### src/rtl/arb_mux2_pkg.sv
// arb_mux2 shared constants.
// Source indices and burst counter sizing.
package arb_mux2_pkg;

  localparam logic SRC0 = 1'b0;
  localparam logic SRC1 = 1'b1;

  localparam int BURST_W = 4;
  localparam logic [BURST_W-1:0] BURST_SAT = '1;

endpackage

### src/rtl/arb_rr2_grant.sv
// Two-source burst-limited round-robin grant.
// valid/last/burst_cnt in, one-hot grant out.
module arb_rr2_grant
  import arb_mux2_pkg::*;
#(
  parameter int MAX_BURST = 4
) (
  input  logic [1:0]         valid,
  input  logic               last,
  input  logic [BURST_W-1:0] burst_cnt,
  output logic [1:0]         grant
);

  logic stay;
  logic pick;

  // burst_cnt==0 only before the first grant; the
  // reset value of last then hands source 0 the win.
  assign stay = (burst_cnt != '0) &&
                (burst_cnt < BURST_W'(MAX_BURST));

  always_comb begin
    grant = 2'b00;
    pick  = SRC0;
    unique case (1'b1)
      (valid == 2'b01): grant = 2'b01;
      (valid == 2'b10): grant = 2'b10;
      (valid == 2'b11): begin
        pick  = stay ? last : ~last;
        grant = (pick == SRC1) ? 2'b10 : 2'b01;
      end
      default: grant = 2'b00;
    endcase
  end

endmodule

### src/rtl/arb_mux2.sv
// Two-input arbitrated mux with a registered output.
// in0/in1 valid/ready/data in; out valid/ready/data/sel.
module arb_mux2
  import arb_mux2_pkg::*;
#(
  parameter int WIDTH     = 8,
  parameter int MAX_BURST = 4
) (
  input  logic             clk,
  input  logic             rst_n,
  input  logic             in0_valid,
  input  logic [WIDTH-1:0] in0_data,
  output logic             in0_ready,
  input  logic             in1_valid,
  input  logic [WIDTH-1:0] in1_data,
  output logic             in1_ready,
  output logic             out_valid,
  output logic [WIDTH-1:0] out_data,
  output logic             out_sel,
  input  logic             out_ready
);

  logic [1:0]         grant;
  logic [1:0]         xfer;
  logic               load;
  logic               nsel;
  logic [WIDTH-1:0]   ndata;
  logic               last;
  logic [BURST_W-1:0] burst_cnt;

  arb_rr2_grant #(
    .MAX_BURST (MAX_BURST)
  ) u_grant (
    .valid     ({in1_valid, in0_valid}),
    .last      (last),
    .burst_cnt (burst_cnt),
    .grant     (grant)
  );

  assign load = !out_valid || out_ready;

  // rst_n gates ready so nothing is accepted in reset.
  assign xfer = grant & {2{load & rst_n}};

  assign in0_ready = xfer[0];
  assign in1_ready = xfer[1];

  assign nsel  = xfer[1] ? SRC1 : SRC0;
  assign ndata = xfer[1] ? in1_data : in0_data;

  always_ff @(posedge clk or negedge rst_n) begin
    if (!rst_n) begin
      out_valid <= 1'b0;
      out_data  <= '0;
      out_sel   <= SRC0;
      burst_cnt <= '0;
      last      <= SRC1;
    end else begin
      if (load)
        out_valid <= |xfer;
      if (|xfer) begin
        out_data <= ndata;
        out_sel  <= nsel;
        last     <= nsel;
        if (nsel != last)
          burst_cnt <= BURST_W'(1);
        else if (burst_cnt != BURST_SAT)
          burst_cnt <= burst_cnt + BURST_W'(1);
      end
    end
  end

endmodule

### config.mk
export PLATFORM = sky130hd
export DESIGN_NAME = arb_mux2
export DESIGN_NICKNAME = d
export VERILOG_FILES = /design/src/rtl/arb_mux2_pkg.sv /design/src/rtl/arb_rr2_grant.sv /design/src/rtl/arb_mux2.sv
export SDC_FILE = /design/constraint.sdc
export NUM_CORES = 1
export LEC_CHECK = 0
export CORE_MARGIN = 10
export CORE_UTILIZATION = 41
export DETAILED_ROUTE_END_ITERATION = 10
export DONT_BUFFER_PORTS = 1
export PLACE_DENSITY = 0.54
export SLEW_MARGIN = 20
export SYNTH_ARGS = -nofsm -noshare
export SYNTH_HDL_FRONTEND = slang
export SYNTH_HIERARCHICAL = 1
export SYNTH_SLANG_ARGS = --single-unit
### constraint.sdc
create_clock -name clk -period 2.16 [get_ports clk]
set_input_delay 0.432 -clock clk [delete_from_list [all_inputs] [get_ports clk]]
set_output_delay 0.432 -clock clk [all_outputs]
set_load 0.005 [all_outputs]
Word-level counts from Yosys, hierarchy flattened
Index checks and enable logic that the tools add are counted.
- flip-flop bits (word level): 15
- output and inout bits: 12
- logic and storage cells: 29
- add/subtract/negate cells: 1
- $lt $le $gt $ge: 1
- eq/ne operators: 5
- multiplexer cells: 7
- bitwise logic cells: 3
- reduce and logical (&&, ||, !) cells: 7
- operator list (cell ; count):
    two-way mux 4 bit ; 2
    two-way mux 8 bit ; 1
    one-hot mux 2 bit (3 select lines) ; 1
    adder 4 x 1 -> 4 bit, second input constant ; 1
    == test 2 bit, second input constant ; 2
    < comparator 4 x 3 -> 1 bit, second input constant ; 1
    inequality test 4 bit, second input constant ; 1
    nonzero test 4 bit ; 1
    bitwise AND 2 bit ; 1
    == test 2 x 1 -> 1 bit, second input constant ; 1
    two-way mux 1 bit ; 2
    two-way mux 2 bit ; 1
    AND reduction 2 bit ; 1
    nonzero test 2 bit ; 1
    OR reduction 2 bit ; 1
    bitwise AND 1 bit ; 1
    logical AND 1 bit ; 1
    zero test 1 bit ; 1
    logical OR 1 bit ; 1
    inequality test 1 bit ; 1
    inverter 1 bit ; 1

Depth between registers and ports, before layout
Gate-level depths: netlist (run 1).
- depth after elaboration: 10
- mapped depth: 7
- mapped depth without buffers: 7

By module
The synthesis (run 1) kept the hierarchy.
- modules (own cells, without submodules) (module ; instances ; cells each ; area an instance (µm²) ; seq. area each (µm²)):
    arb_mux2 ; 1 ; 82 ; 762.0 ; 376.6
    arb_rr2_grant ; 1 ; 7 ; 43.8 ; 0.0

Worst setup path before layout (run 1)
OpenSTA, ideal clock, no wires.
- path type: register -> output
- from: register burst_cnt[3]
- to: output port in1_ready
- arrival time: 1.407 ns
- slack: 0.321 ns
- cell stages (with the launch flop): 5
- cells stage by stage: dfrtp_1 o311a_1 nor3_1 nand3_2 inv_2
- cells in the longest elaborated chain, start to end: 6
- elaborated cells between the ends (all ways): 7
- those cells by class: 1 x order compare; 3 x mux; 1 x bitwise; 2 x reduce/logical
- RTL lines (element ; line ; source):
    start, declared ; arb_mux2.sv:29 ; logic [BURST_W-1:0] burst_cnt;
    start signal, assigned ; arb_mux2.sv:68 ; burst_cnt <= burst_cnt + BURST_W'(1);
    < comparator 4 x 3 -> 1 bit or nonzero test 4 bit (tied branches) ; arb_rr2_grant.sv:20, arb_rr2_grant.sv:19 ;
    logical AND 1 bit (*) ; arb_rr2_grant.sv:19 ; assign stay = (burst_cnt != '0) &&
    two-way mux 1 bit (*) ; arb_rr2_grant.sv:29 ; pick = stay ? last : ~last;
    two-way mux 2 bit (*) ; arb_rr2_grant.sv:30 ; grant = (pick == SRC1) ? 2'b10 : 2'b01;
    one-hot mux 2 bit (3 select lines) (*) ; arb_rr2_grant.sv:25 ; unique case (1'b1)
    net grant[1] ; arb_mux2.sv:23 ; logic [1:0] grant;
    bitwise AND 2 bit (*) ; arb_mux2.sv:43 ; assign xfer = grant & {2{load & rst_n}};
    end, declared ; arb_mux2.sv:16 ; output logic in1_ready,
Mark *: on every way through the listed nets, which the timed path passes. The rest lies on a longest branch.

Worst setup path in the final report (run 1)
Same ends and word-level chain as after synthesis.

==> flow_summary.toml, run 1 <==
[final_layout]
area_growth_syn_to_layout_pct = 14.8
mostFrequentLayoutCell = "nand2_1"
final_nets = 119
final_layout_size_suffix_gt1_frac = 0.229
diodes = 0
stdcell_area_sq_um = 925
leading_cell_types_in_the_layout_fill_and_taps_excluded = "19 x nand2_1, 12 x dfrtp_1, 8 x nor2_1"

[sta]
finalHoldWorstSlack_ns = 0.283
skew_ns = 0.00477
worst_slew_pin_slew_ns = 0.674
relSlewSlack = 0.549
slew_violations = 0
maxClockFrequency_mhz = 481
hold_viol = 0
fin_crit_sh = 0.963
setup_viol = 0
worst_slack_ns = 0.0805
min_period_ns = 2.08
setup_repair_after_global_routing_missed_its_margin = "true"

[floorplanning]
floorplan.die.height_microns = 64.3
std_cell_rows = 15
core_sq_um = 1800
ios = 33
design.die.area_sq_um = 4140
die_width_microns = 64.3
initial_core_util = 0.447

[job]
max-cap-violations = 0

[detailed_routing]
drtIter0Drc = 16
ant_nets = 0
drc_errors = 0
avgRoutedWirePerCell_microns = 15.7
vias_per_cell = 5.52
route.final.wire_length_microns = 1900
via_count = 668
drt_first_pass_iters = 5

[synthesis]
syn_nets = 111
postSynthAreaPerCell_sq_um = 9.05
ys.flop_type = "dfrtp_1"
yosys_warning_count = 6
netlist.area_leader.share = 0.435
postSynthCellCount = 89
ys_seq_area_frac = 0.467
synth-edff-count = 0
async_flop_share = 1.00
number_of_unique_standard_cell_types_used_by_synthesis = 29
post-synth-top-area-cell = "dfrtp_1"
ranking_of_synthesized_cells_by_area = "dfrtp_1 43%, nand2_1 8.9%, a31oi_1 5.4%"
ys_seq_elements = 15
synth_area_sq_um = 806

[pwr]
power.static_leakage_nw = 0.408
power_per_cell_area_nw_per_um2 = 1330
switching_share = 0.409
post-layout-total-power_mw = 1.23
internal_power_of_the_cells_mw = 0.728
power_frac_seq = 0.468
power.net_switching_mw = 0.504
ir_drop_v = 0.000589
clkPwrFrac = 0.128
comb_power_share = 0.404

[cts]
cts_buffer_count = 3
buffer_depth_of_the_longest_clock_path = 2
clock_sink_count = 15
cts.htree.levels = 1
clk_pin_slew_ns = 0.09
clock_root_buffer_master = "clkbuf_4"
clock_tree_from_tritoncts = "built"
clk_latency_ns = 0.28

[grt]
maximum_number_of_pins_on_one_net_before_global_route_repair = 16
antenna_found_initial = 0
globalRouteOverflowTotal = 0
groute.usage.overall = 0.0946
global_route_wire_length_before_repair_microns = 3170
grt_pass1_vias = 650

[place]
io_buffers = 0
place_worst_setup_slack_ns = 0.168
postPlaceCellArea_sq_um = 838
detailed_place_hpwl_microns = 1450
finalWeightedCongestion = 0.716

[run_status]
status = "finished, final reports clean"

[worst_setup_path]
critical_path.startpoint_type = "register"
worstPathArrival_ns = 1.65
worstPathRequired_ns = 1.73
criticalPathCategory = "reg -> out"
critical_path.max_fanout = 7
worstSetupEndpointType = "primary output"

[worst_hold_path]
min_path_type = "in -> reg"
-- synth_stat cells (2+ instances only) --
library cell,instances
a21oi_1,4
a31oi_1,7
and2_1,2
buf_2,2
dfrtp_1,14
inv_1,5
nand2_1,19
nand3_1,2
nor2_1,9
nor3_1,2
o22ai_1,5
-- registers in the layout, indices dropped and copies added, names as in the netlist --
register,cells
out_data,8
burst_cnt,4
last,1
out_sel,1
out_valid,1
-- per-layer routing --
layer / track usage / vias up / wire length (microns)
li1: - / 327 / -
met1: 0.113 / 314 / 785
met2: 0.134 / 25 / 915
met3: 0.0645 / 2 / 186
met4: 0.0241 / 0 / 12
met5: 0 / - / 0
-- final cells by class --
cell class | instances | area [sq um]
tap | 25 | 31.3
timing repair buffer | 6 | 47.5
clock inverter | 1 | 5.00
multi-input combinational | 65 | 412
sequential | 15 | 379
fill | 180 | 877
inverter | 6 | 27.5
clock buffer | 3 | 22.5
-- power by group through the flow --
stage          Sequential, mW  Combinational, mW  Clock (mW)
2_1_floorplan           0.532              0.386           0
6_report                0.576              0.497       0.158
3_5_place_dp            0.576              0.455           0
4_1_cts                 0.571              0.472       0.166
3_3_place_gp            0.574              0.444           0
5_1_grt                 0.601              0.572       0.182
-- kinds of logic after synthesis --
kind of cell | after synthesis | synth area share
flops | 15 | 0.467
fa+ha+maj | 1 | 0.0155
xor+xnor | 1 | 0.0202
buf+inv | 9 | 0.0543
simple gates | 40 | 0.234
compound gates | 23 | 0.208
-- final timing paths --
check,endpoint,start,cells after the start,slack (ns)
max in group asynchronous,burst_cnt[3],rst_n,1,1.07
worst min-delay path,out_data[0],in1_data[0],2,0.28
worst max-delay path,in1_ready,burst_cnt[3],5,0.08
worst max register to register,out_data[4],burst_cnt[3],7,0.16
min in group asynchronous,out_data[1],rst_n,1,0.62
worst min register to register,last,last,2,0.50
-- critical path, stage by stage (launching register included) --
cell and delay [ns]:
dfrtp_2 0.46, o311a_1 0.38, nor3_2 0.16, buf_4 0.15
nand3_4 0.11, inv_6 0.10
-- what timing repair did --
action	CTS	global route
buffers inserted	0	2
pin swaps	0	3
gates resized for setup	2	7
setup endpoints to repair	1	5
endpoints found under the hold margin	15	0
hold buffers	1	0
-- per-stage QoR --
stage          utilization  cells  TNS, ns
3_3_place_gp         0.465    114        0
6_report             0.513    121        0
2_1_floorplan            -     89        0
3_5_place_dp         0.465    114        0
4_1_cts              0.492    119        0
5_1_grt              0.513    121  -0.0276
Power figures use the tool's default switching activity.
==> inputs of run 2 (changes only) <==
--- a/config.mk
+++ b/config.mk
@@ -6,10 +6,10 @@
 export NUM_CORES = 1
 export LEC_CHECK = 0
 export CORE_MARGIN = 10
-export CORE_UTILIZATION = 41
+export CORE_UTILIZATION = 59
 export DETAILED_ROUTE_END_ITERATION = 10
 export DONT_BUFFER_PORTS = 1
-export PLACE_DENSITY = 0.54
+export PLACE_DENSITY = 0.74
 export SLEW_MARGIN = 20
 export SYNTH_ARGS = -nofsm -noshare
 export SYNTH_HDL_FRONTEND = slang
==> flow_summary.toml, run 2 (synthesis gave the netlist of run 1 again) <==
[worst_setup_path]
worstSetupEndpointType = "primary output"
criticalPathCategory = "reg -> out"
worstPathRequired_ns = 1.73
critical_path.max_fanout = 7
critical_path.startpoint_type = "register"
worstPathArrival_ns = 1.65

[sta]
maxClockFrequency_mhz = 479
hold_viol = 0
setup_repair_after_global_routing_missed_its_margin = "true"
worst_slack_ns = 0.0741
min_period_ns = 2.09
slew_violations = 0
final.setup.tns_ns = 0
worst_slew_pin_slew_ns = 0.665
finalHoldWorstSlack_ns = 0.284
fin_crit_sh = 0.966
skew_ns = 0.00183
setup_viol = 0
relSlewSlack = 0.555

[detailed_routing]
drt_first_pass_iters = 4
via_count = 674
route.final.wire_length_microns = 1890
drtIter0Drc = 10
ant_nets = 0
drc_errors = 0
vias_per_cell = 5.86
avgRoutedWirePerCell_microns = 16.4

[floorplanning]
ios = 33
core_sq_um = 1300
floorplan.die.height_microns = 57.0
std_cell_rows = 13
die_width_microns = 57.0
design.die.area_sq_um = 3240
initial_core_util = 0.619

[final_layout]
final_layout_size_suffix_gt1_frac = 0.260
registers_with_the_highest_flip_flop_counts = "out_data: 8 flops, burst_cnt: 4 flops"
area_growth_syn_to_layout_pct = 16.8
stdcell_area_sq_um = 941
finalNonFillerCells = 115
final_nets = 123
utilization = 0.723
leading_cell_types_in_the_layout_fill_and_taps_excluded = "19 x nand2_1, 13 x dfrtp_1, 9 x buf_4"
diodes = 0
flip_flop_count_of_the_largest_register_all_copies_and_words_added = 8
mostFrequentLayoutCell = "nand2_1"
registers.top_by_ff_count = "out_data"

[cts]
buffer_depth_of_the_longest_clock_path = 2
clock_root_buffer_master = "clkbuf_4"
clk_latency_ns = 0.28
cts_buffer_count = 3
clock_tree_from_tritoncts = "built"
clock_sink_count = 15
cts.htree.levels = 1
clk_pin_slew_ns = 0.09

[place]
postPlaceCellArea_sq_um = 826
finalWeightedCongestion = 0.782
detailed_place_hpwl_microns = 1430
place_worst_setup_slack_ns = 0.172
placed_cells_incl_taps = 104
io_buffers = 0

[pwr]
comb_power_share = 0.429
internal_power_of_the_cells_mw = 0.762
power.static_leakage_nw = 0.423
switching_share = 0.404
power.net_switching_mw = 0.517
post-layout-total-power_mw = 1.28
power_frac_seq = 0.445
clkPwrFrac = 0.126
ir_drop_v = 0.000761
power_per_cell_area_nw_per_um2 = 1360

[grt]
globalRouteOverflowTotal = 0
groute.usage.overall = 0.119
maximum_number_of_pins_on_one_net_before_global_route_repair = 16
global_route_wire_length_before_repair_microns = 3240
grt_pass1_vias = 711
antenna_found_initial = 0

[job]
max-cap-violations = 0

[worst_hold_path]
min_path_type = "in -> reg"

[run_status]
status = "finished, final reports clean"
## run 2: cell count changes in the layout (fill, tap and decap cells not counted)
cell     before  now
o211a_2       0    1
buf_4         5    9
dfrtp_1      12   13
dfrtp_2       2    1
o211a_1       1    0
## run 2: power groups by stage
stage | combinational (mW) | sequential (mW) | clock, mW
finish | 0.549 | 0.570 | 0.161
global route | 0.631 | 0.591 | 0.176
CTS | 0.471 | 0.573 | 0.167
detailed placement | 0.454 | 0.579 | 0
global placement | 0.437 | 0.572 | 0
floorplan | 0.386 | 0.532 | 0
## run 2: worst paths after layout
| check | start | to | slack [ns] | cells past startpoint |
|---|---|---|---|---|
| max in group asynchronous | rst_n | burst_cnt[2] | 1.08 | 1 |
| setup reg to reg | burst_cnt[2] | burst_cnt[3] | 0.19 | 7 |
| hold / removal | in0_data[4] | out_data[4] | 0.28 | 2 |
| setup / recovery | burst_cnt[2] | in1_ready | 0.07 | 5 |
| min in group asynchronous | rst_n | burst_cnt[3] | 0.61 | 1 |
| hold reg to reg | last | last | 0.51 | 2 |
## run 2: timing repair
action / in CTS / in global routing
pin swaps: 0 / 1
resized for setup: 2 / 7
hold buffers: 1 / 0
setup buffers: 0 / 6
setup endpoints to repair: 1 / 7
hold endpoints to repair: 15 / 0
## run 2: routing by layer
| layer | track usage | part of all wire | up-vias |
|---|---|---|---|
| li1 | - | - | 339 |
| met1 | 0.138 | 0.42 | 310 |
| met5 | 0 | 0 | - |
| met3 | 0.0553 | 0.088 | 2 |
| met2 | 0.188 | 0.48 | 23 |
| met4 | 0.0403 | 0.010 | 0 |
## run 2: critical path, stage by stage, from the launching register on
cell	delay, ns
dfrtp_2	0.46
o311a_1	0.37
nor3_2	0.16
buf_4	0.15
nand3_4	0.13
inv_6	0.11
## run 2: cell type report
| cell class | instances | area (sq um) |
|---|---|---|
| Inverter | 6 | 27.5 |
| Multi-Input combinational cell | 65 | 412 |
| Sequential cell | 15 | 378 |
| Timing Repair Buffer | 10 | 77.6 |
| Tap cell | 15 | 18.8 |
| Clock inverter | 1 | 5.00 |
| Fill cell | 107 | 360 |
| Clock buffer | 3 | 22.5 |
